==> config.mk <==
export PLATFORM = sky130hd
export DESIGN_NAME = mem_access_seq
export DESIGN_NICKNAME = d
export VERILOG_FILES = /design/src/rtl/mem_access_seq.sv
export SDC_FILE = /design/constraint.sdc
export NUM_CORES = 1
export LEC_CHECK = 0
export ABC_AREA = 0
export BUFFER_PORTS_ARGS = -buffer_cell sky130_fd_sc_hd__buf_2
export CAP_MARGIN = 20
export CORE_UTILIZATION = 40
export CTS_CLUSTER_SIZE = 12
export DETAILED_ROUTE_END_ITERATION = 7
export PLACE_DENSITY = 0.68
export SETUP_SLACK_MARGIN = 0.15
export SLEW_MARGIN = 30
export SYNTH_ARGS = -nofsm -noshare
export SYNTH_HDL_FRONTEND = slang
export SYNTH_SLANG_ARGS = --single-unit
==> constraint.sdc <==
create_clock -name Clk -period 1.8 [get_ports Clk]
set_input_delay 0.36 -clock Clk [delete_from_list [all_inputs] [get_ports Clk]]
set_output_delay 0.36 -clock Clk [all_outputs]
set_load 0.02 [all_outputs]
==> src/rtl/mem_access_seq.sv <==
// mem_access_seq: one load/store per handshake to a fixed-latency synchronous memory, with lane steering, extension and alignment checking
module mem_access_seq #(
  parameter int RD_LATENCY = 2,
  parameter int WR_LATENCY = 1
) (
  input  logic        Clk,
  input  logic        Reset_signal,
  input  logic        req_valid,
  output logic        req_ready,
  input  logic        req_wr,
  input  logic [1:0]  req_size,
  input  logic        req_sign,
  input  logic [31:0] req_addr,
  input  logic [31:0] req_wdata,
  output logic        resp_valid,
  output logic        resp_err,
  output logic [31:0] resp_rdata,
  output logic        busy,
  output logic [31:0] mem_addr,
  output logic        mem_wr,
  output logic [3:0]  mem_byte_en,
  output logic [31:0] mem_wdata,
  input  logic [31:0] mem_rdata
);
  typedef enum logic [1:0] {IDLE, ACCESS, RESP, ERR} state_t;
  localparam logic [2:0] RD_L = 3'(RD_LATENCY - 1);
  localparam logic [2:0] WR_L = 3'(WR_LATENCY - 1);
  state_t state;
  logic [2:0] cnt;
  logic wr_q, sign_q, accept, mis;
  logic [1:0] size_q, off_q;
  logic [3:0] lanes;
  logic [31:0] wrep, sh, ext;
  assign req_ready = (state == IDLE) & Reset_signal;
  assign busy = state != IDLE;
  assign accept = req_valid & req_ready;
  always_comb begin
    mis = (req_size == 2'd3) | ((req_size == 2'd1) & req_addr[0]) | ((req_size == 2'd2) & (|req_addr[1:0]));
    lanes = req_size == 2'd0 ? 4'b0001 << req_addr[1:0] : req_size == 2'd1 ? (req_addr[1] ? 4'b1100 : 4'b0011) : 4'b1111;
    wrep = req_size == 2'd0 ? {4{req_wdata[7:0]}} : req_size == 2'd1 ? {2{req_wdata[15:0]}} : req_wdata;
    sh = mem_rdata >> {off_q, 3'b000};
    ext = size_q == 2'd0 ? {{24{sign_q & sh[7]}}, sh[7:0]} : size_q == 2'd1 ? {{16{sign_q & sh[15]}}, sh[15:0]} : mem_rdata;
  end
  always_ff @(posedge Clk) begin
    if (!Reset_signal) begin
      state <= IDLE;
      cnt <= 3'd0;
      wr_q <= 1'b0;
      sign_q <= 1'b0;
      size_q <= 2'd0;
      off_q <= 2'd0;
      resp_valid <= 1'b0;
      resp_err <= 1'b0;
      resp_rdata <= 32'd0;
      mem_addr <= 32'd0;
      mem_wr <= 1'b0;
      mem_byte_en <= 4'd0;
      mem_wdata <= 32'd0;
    end else begin
      case (state)
        IDLE: if (accept) begin
          wr_q <= req_wr;
          sign_q <= req_sign;
          size_q <= req_size;
          off_q <= req_addr[1:0];
          if (mis) begin
            state <= ERR;
            resp_valid <= 1'b1;
            resp_err <= 1'b1;
            resp_rdata <= 32'd0;
          end else begin
            state <= ACCESS;
            cnt <= req_wr ? WR_L : RD_L;
            mem_addr <= {req_addr[31:2], 2'b00};
            mem_byte_en <= lanes;
            mem_wr <= req_wr;
            mem_wdata <= wrep;
          end
        end
        ACCESS: if (cnt == 3'd0) begin
          state <= RESP;
          mem_wr <= 1'b0;
          mem_byte_en <= 4'd0;
          resp_valid <= 1'b1;
          resp_err <= 1'b0;
          resp_rdata <= wr_q ? 32'd0 : ext;
        end else begin
          cnt <= cnt - 3'd1;
        end
        default: begin
          state <= IDLE;
          resp_valid <= 1'b0;
          resp_err <= 1'b0;
          resp_rdata <= 32'd0;
        end
      endcase
    end
  end
endmodule

; Yosys cells after proc, flatten, opt, wreduce, memory -nomap -nowiden
; Index checks and enable logic that the tools add are counted.
[word_totals]
register_bits = 112
inputBits = 103
output_inout_bits = 105
elab_cells = 82
[op_classes]
addsub = 1
eq_ne = 10
shift = 2
muxes = 34
n_bitwise = 9
reduce_logical = 13
[op_table]
columns = op, count
row1 = $mux W32, 8
row2 = $pmux W32 S2, 1
row3 = $shr A32 B5 Y16, 1
row4 = $mux W4, 6
row5 = $ne A2 B2 Y1 const B, 5
row6 = $mux W3, 3
row7 = $pmux W4 S2, 1
row8 = $reduce_and A4 Y1, 2
row9 = $mux W1, 7
row10 = $and A1 B1 Y1, 6
row11 = $eq A2 B1 Y1 const B, 3
row12 = $logic_not A2 Y1, 3
row13 = $mux W2, 3
row14 = $pmux W1 S2, 3
row15 = $pmux W3 S2, 1
row16 = $reduce_and A3 Y1, 2
row17 = $eq A2 B2 Y1 const B, 2
row18 = $pmux W2 S2, 1
row19 = $reduce_and A2 Y1, 2
row20 = $reduce_bool A2 Y1, 2
row21 = $shl A1 B2 Y4 const A, 1
row22 = $logic_not A3 Y1, 1
row23 = $sub A3 B1 Y3 const B, 1
row24 = $or A1 B1 Y1, 2
row25 = 2 further kinds, 2

; Logic depth before layout (Yosys ltp)
[depth]
depth_word = 7
ltp_mapped = 9

; Worst setup path before layout
; Ideal clock, no wire load.
[synth_timing]
path_kind = reg-to-reg
from = register cnt[0]
to = register resp_rdata[16]
setup_ps = 58
arrival_ps = 1840
slack_ps = -98
stages_incl_launch_ff = 9
path_buffers = 2
period_less_slack_ps = 1898
path_cell_list = dfxtp_1 > inv_1 > ha_1 > and3b_1 > o211ai_1 > and2_1 > buf_2 > buf_2 > a221o_2
[synth_via]
elab_chain_cells = 3
[synth_lines]
columns = element, line
row1 = start: declaration, 29  ; logic [2:0] cnt;
row2 = start signal: assignment, 73  ; cnt <= req_wr ? WR_L : RD_L;
row3 = start signal: assignment, 88  ; cnt <= cnt - 3'd1;
row4 = $logic_not A3 Y1, 80  ; ACCESS: if (cnt == 3'd0) begin
row5 = $ne A2 B2 Y1 (no source line), n/a
row6 = $reduce_and A3 Y1 (no source line), n/a
row7 = end signal: assignment, 86  ; resp_rdata <= wr_q ? 32'd0 : ext;
row8 = end: declaration, 17  ; output logic [31:0] resp_rdata,
; Every way passes these cells.
; A chain may end at the register's enable or synchronous reset.

; Worst setup path in the final report
[layout_timing]
from = register state[0]
to = register cnt[0]
[layout_via]
elab_chain_cells = 5
elab_cells_between_ends = 10
classes_between = 4 x eq/ne / 1 x mux / 2 x bitwise / 3 x reduce/logical
[layout_lines]
columns = element, line
row1 = start: declaration, 28  ; state_t state;
row2 = start signal: assignment, 46  ; state <= IDLE;
row3 = start signal: assignment, 67  ; state <= ERR;
row4 = start signal: assignment, 72  ; state <= ACCESS;
row5 = $logic_not A2 Y1, "34, 60"
row6 = $and A1 B1 Y1, 34  ; assign req_ready = (state == IDLE) & Reset_signal;
row7 = $and A1 B1 Y1, 36  ; assign accept = req_valid & req_ready;
row8 = $ne A2 B2 Y1 (no source line), n/a
row9 = $reduce_and A4 Y1 (no source line), n/a
; Parallel ways exist; a longest one is shown, timed or not.

==> results_dict.tcl <==
set metrics [dict create \
    crit_start "state[0]" \
    routed_wl_um 17810 \
    gr-total-overflow 0 \
    fp.dieW_um 115.2 \
    cts.clk_slew.worst_paths_ns 0.07 \
    hold_buffers 0 \
    clock_latency_ns 0.36 \
    r2r_cells 7 \
    end_kind "flip-flop" \
    place_hpwl_um 10960 \
    mostFrequentLayoutCells "203 x buf_2, 107 x dfxtp_1, 71 x nand2_1" \
    setup_slack_ns 0.05591 \
    yosys_warnings 0 \
    synth_cell_types 49 \
    initial_core_util_pct 41.77 \
    tightest_slew_ns 0.5502 \
    switchingPower_uw 1729 \
    viasPerCell 5.485 \
    multiInputGateArea_um2 3282 \
    fillers 963 \
    r2r-start "state[0]" \
    top_level_ports 208 \
    ant_nets 0 \
    worst-path-max-fanout 6 \
    total_power_uw 6011 \
    final_common_cell "buf_2" \
    irDropWorstVdd_v 0.0005361 \
    postSynth.asyncResetShare_pct 0 \
    first_iter_violations 402 \
    internal_power_uw 4282 \
    rrSetupSlack_ns 0.06 \
    switching_share_pct 28.76 \
    slew_viol_final 0 \
    power_frac_seq_pct 44.4 \
    ys.flop_type "dfxtp_1" \
    place_inst 932 \
    drive_gt1_share_pct 54.42 \
    avgRoutedWirePerCell_um 18.14 \
    synth_area_leaders "dfxtp_1 44%, nand2_1 9.7%, a21boi_0 6.7%" \
    hold_violations 0 \
    cts_buffers 9 \
    grt_use_total_pct 22.39 \
    clock.fmax_mhz 573.4 \
    cts_buffer_depth 2 \
    critPathCapture "cnt[0]" \
    root_buffer "clkbuf_16" \
    cts.sinks 112 \
    hold_class "in2reg" \
    yosysTopAreaCellShare_pct 43.78 \
    die_y_um 115.2 \
    final_cells 982 \
    synth_edf_count 0 \
    leakagePower_uw 0.003837 \
    htree_levels 3 \
    vias 5386 \
    p_per_area_nw_per_um2 756.0 \
    synth_area_um2 5121 \
    synthCells 573 \
    rows 40 \
    skew_ns 0.008094 \
    cts_tree "yes" \
    clockPowerShare_pct 32.5 \
    drc_errors 0 \
    finalSetupViolations 0 \
    holdWs_ns 0.2424 \
    dp_worst_setup_slack_ns -0.1795 \
    rsz0062_at_grt "true" \
    finalCritPeriodShare_pct 96.89 \
    grt_max_degree 52 \
    outcome "finished clean" \
    startpoint_type "flip-flop" \
    period_minus_slack_ns 1.744 \
    cap_viol_max_count 0 \
    grt_antenna_before_repair 1 \
    grt_pass1_wl_um 23240 \
    synth_seq_cells 112 \
    diodes 0 \
    seq_area_frac_synth_pct 43.78 \
    comb_power_share_pct 23.1 \
    nNetsFinal 914 \
    seqCellArea_um2 2253 \
    firstDrtPassIters 4 \
    gp_congestion 0.8205 \
    syn_area_per_cell_um2 8.937 \
    grt_pass1_vias 4732 \
    fp.dieArea_um2 13260 \
    maxSlewHeadroom_pct 63.03 \
    post-route-util_pct 64.85 \
    crit_arrival_ns 1.99 \
    worst-setup-path-type "reg2reg" \
    rr_endpoint "cnt[0]" \
    port_buffers 205 \
    crit_required_ns 2.04 \
    core_area_um2 12260 \
    synth_area_leader_cell "dfxtp_1" \
    area_growth_pct 55.27 \
]
-- per-stage QoR --
stage                TNS, ns  area, um^2
global placement      -2.860        6487
global route        -0.06029        7951
floorplan            -0.4901        5172
finish                     0        7951
CTS                        0        6859
detailed placement    -7.011        6487
-- worst max-delay path: stages (launching register included) --
cell and delay (ns):
dfxtp_4 0.35, buf_6 0.13, nor4bb_4 0.37, buf_4 0.18
buf_6 0.13, o21ai_4 0.12, or2_4 0.24, o311a_1 0.11
-- flip-flops by register name, indices dropped and copies added, names as in the netlist --
name and flops:
mem_wdata 32, resp_rdata 32, mem_addr 30, mem_byte_en 4, cnt 3, off_q 2, size_q 2, state 2
mem_wr 1, resp_err 1, resp_valid 1, sign_q 1, wr_q 1
-- routing by layer --
metal  part of all wire [%]  vias to the layer above  track usage, %
li1                       -                     2515               -
met5                  0.073                        -               0
met1                     40                     2628           26.80
met4                    2.0                        2           8.658
met3                    7.7                       27           6.747
met2                     50                      214           37.67
-- layout make-up --
type / instances / area share, %
multi-input combinational: 410 / 41.27
sequential: 112 / 28.34
tap: 168 / 2.644
timing repair buffer: 270 / 23.86
inverter: 6 / 0.2832
clock inverter: 2 / 0.1574
clock buffer: 14 / 3.446
-- power by group through the flow --
| stage | Sequential [uW] | Clock, uW | Combinational [uW] |
|---|---|---|---|
| after floorplan | 2830 | 0 | 508 |
| after global placement | 2710 | 0 | 1030 |
| after detailed placement | 2710 | 0 | 1060 |
| after CTS | 2660 | 1990 | 1100 |
| after global routing | 2680 | 2080 | 1480 |
| final | 2670 | 1950 | 1390 |
-- cells in the mapped netlist (3+ instances only) --
cell type and number:
a21boi_0 46, nand3_1 8, a32oi_1 6, o21ai_0 28, a221o_1 6, nor2_1 15, o211a_1 22, a21oi_1 10
clkbuf_1 25, buf_2 15, or2_2 4, nand2_1 132, mux2_2 8, nand3b_1 3, nand2b_1 11, a221o_2 10
inv_1 6, nor3_1 5, buf_4 5, nor2b_1 10, o221a_2 7, o22ai_1 9, mux2i_1 29, dfxtp_1 112
a22o_1 7, and2_1 3
-- kinds of logic (layout without fill, tap and decap cells) --
| logic type | Yosys count | count (layout) | synth area share (%) |
|---|---|---|---|
| adders and majority gates | 2 | 2 | 0.4886 |
| DFF | 112 | 112 | 43.78 |
| and+or+nand+nor | 200 | 200 | 17.49 |
| buffers and inverters | 54 | 292 | 4.911 |
| xor gates and xnor gates | 1 | 1 | 0.1711 |
| AOI/OAI and AO/OA | 165 | 167 | 25.21 |
| muxes | 38 | 38 | 7.867 |
| other | 1 | 2 | 0.07323 |
-- worst min-delay path by stage --
stage,startpoint,to,slack (ns),cells past startpoint
CTS,req_addr[22],mem_addr[22],0.24,3
global route,req_addr[10],mem_addr[10],0.24,3
global placement,resp_valid,resp_valid,0.44,2
finish,req_addr[10],mem_addr[10],0.24,3
floorplan,mem_rdata[10],resp_rdata[10],0.48,2
detailed placement,resp_valid,resp_valid,0.44,2
-- what timing repair did --
action / CTS / global route
endpoints found under the setup margin: 57 / 99
resized for setup: 15 / 219
pin swaps: 1 / 89
gates cloned: 0 / 19
setup buffers: 4 / 11
Power figures use the tool's default switching activity.
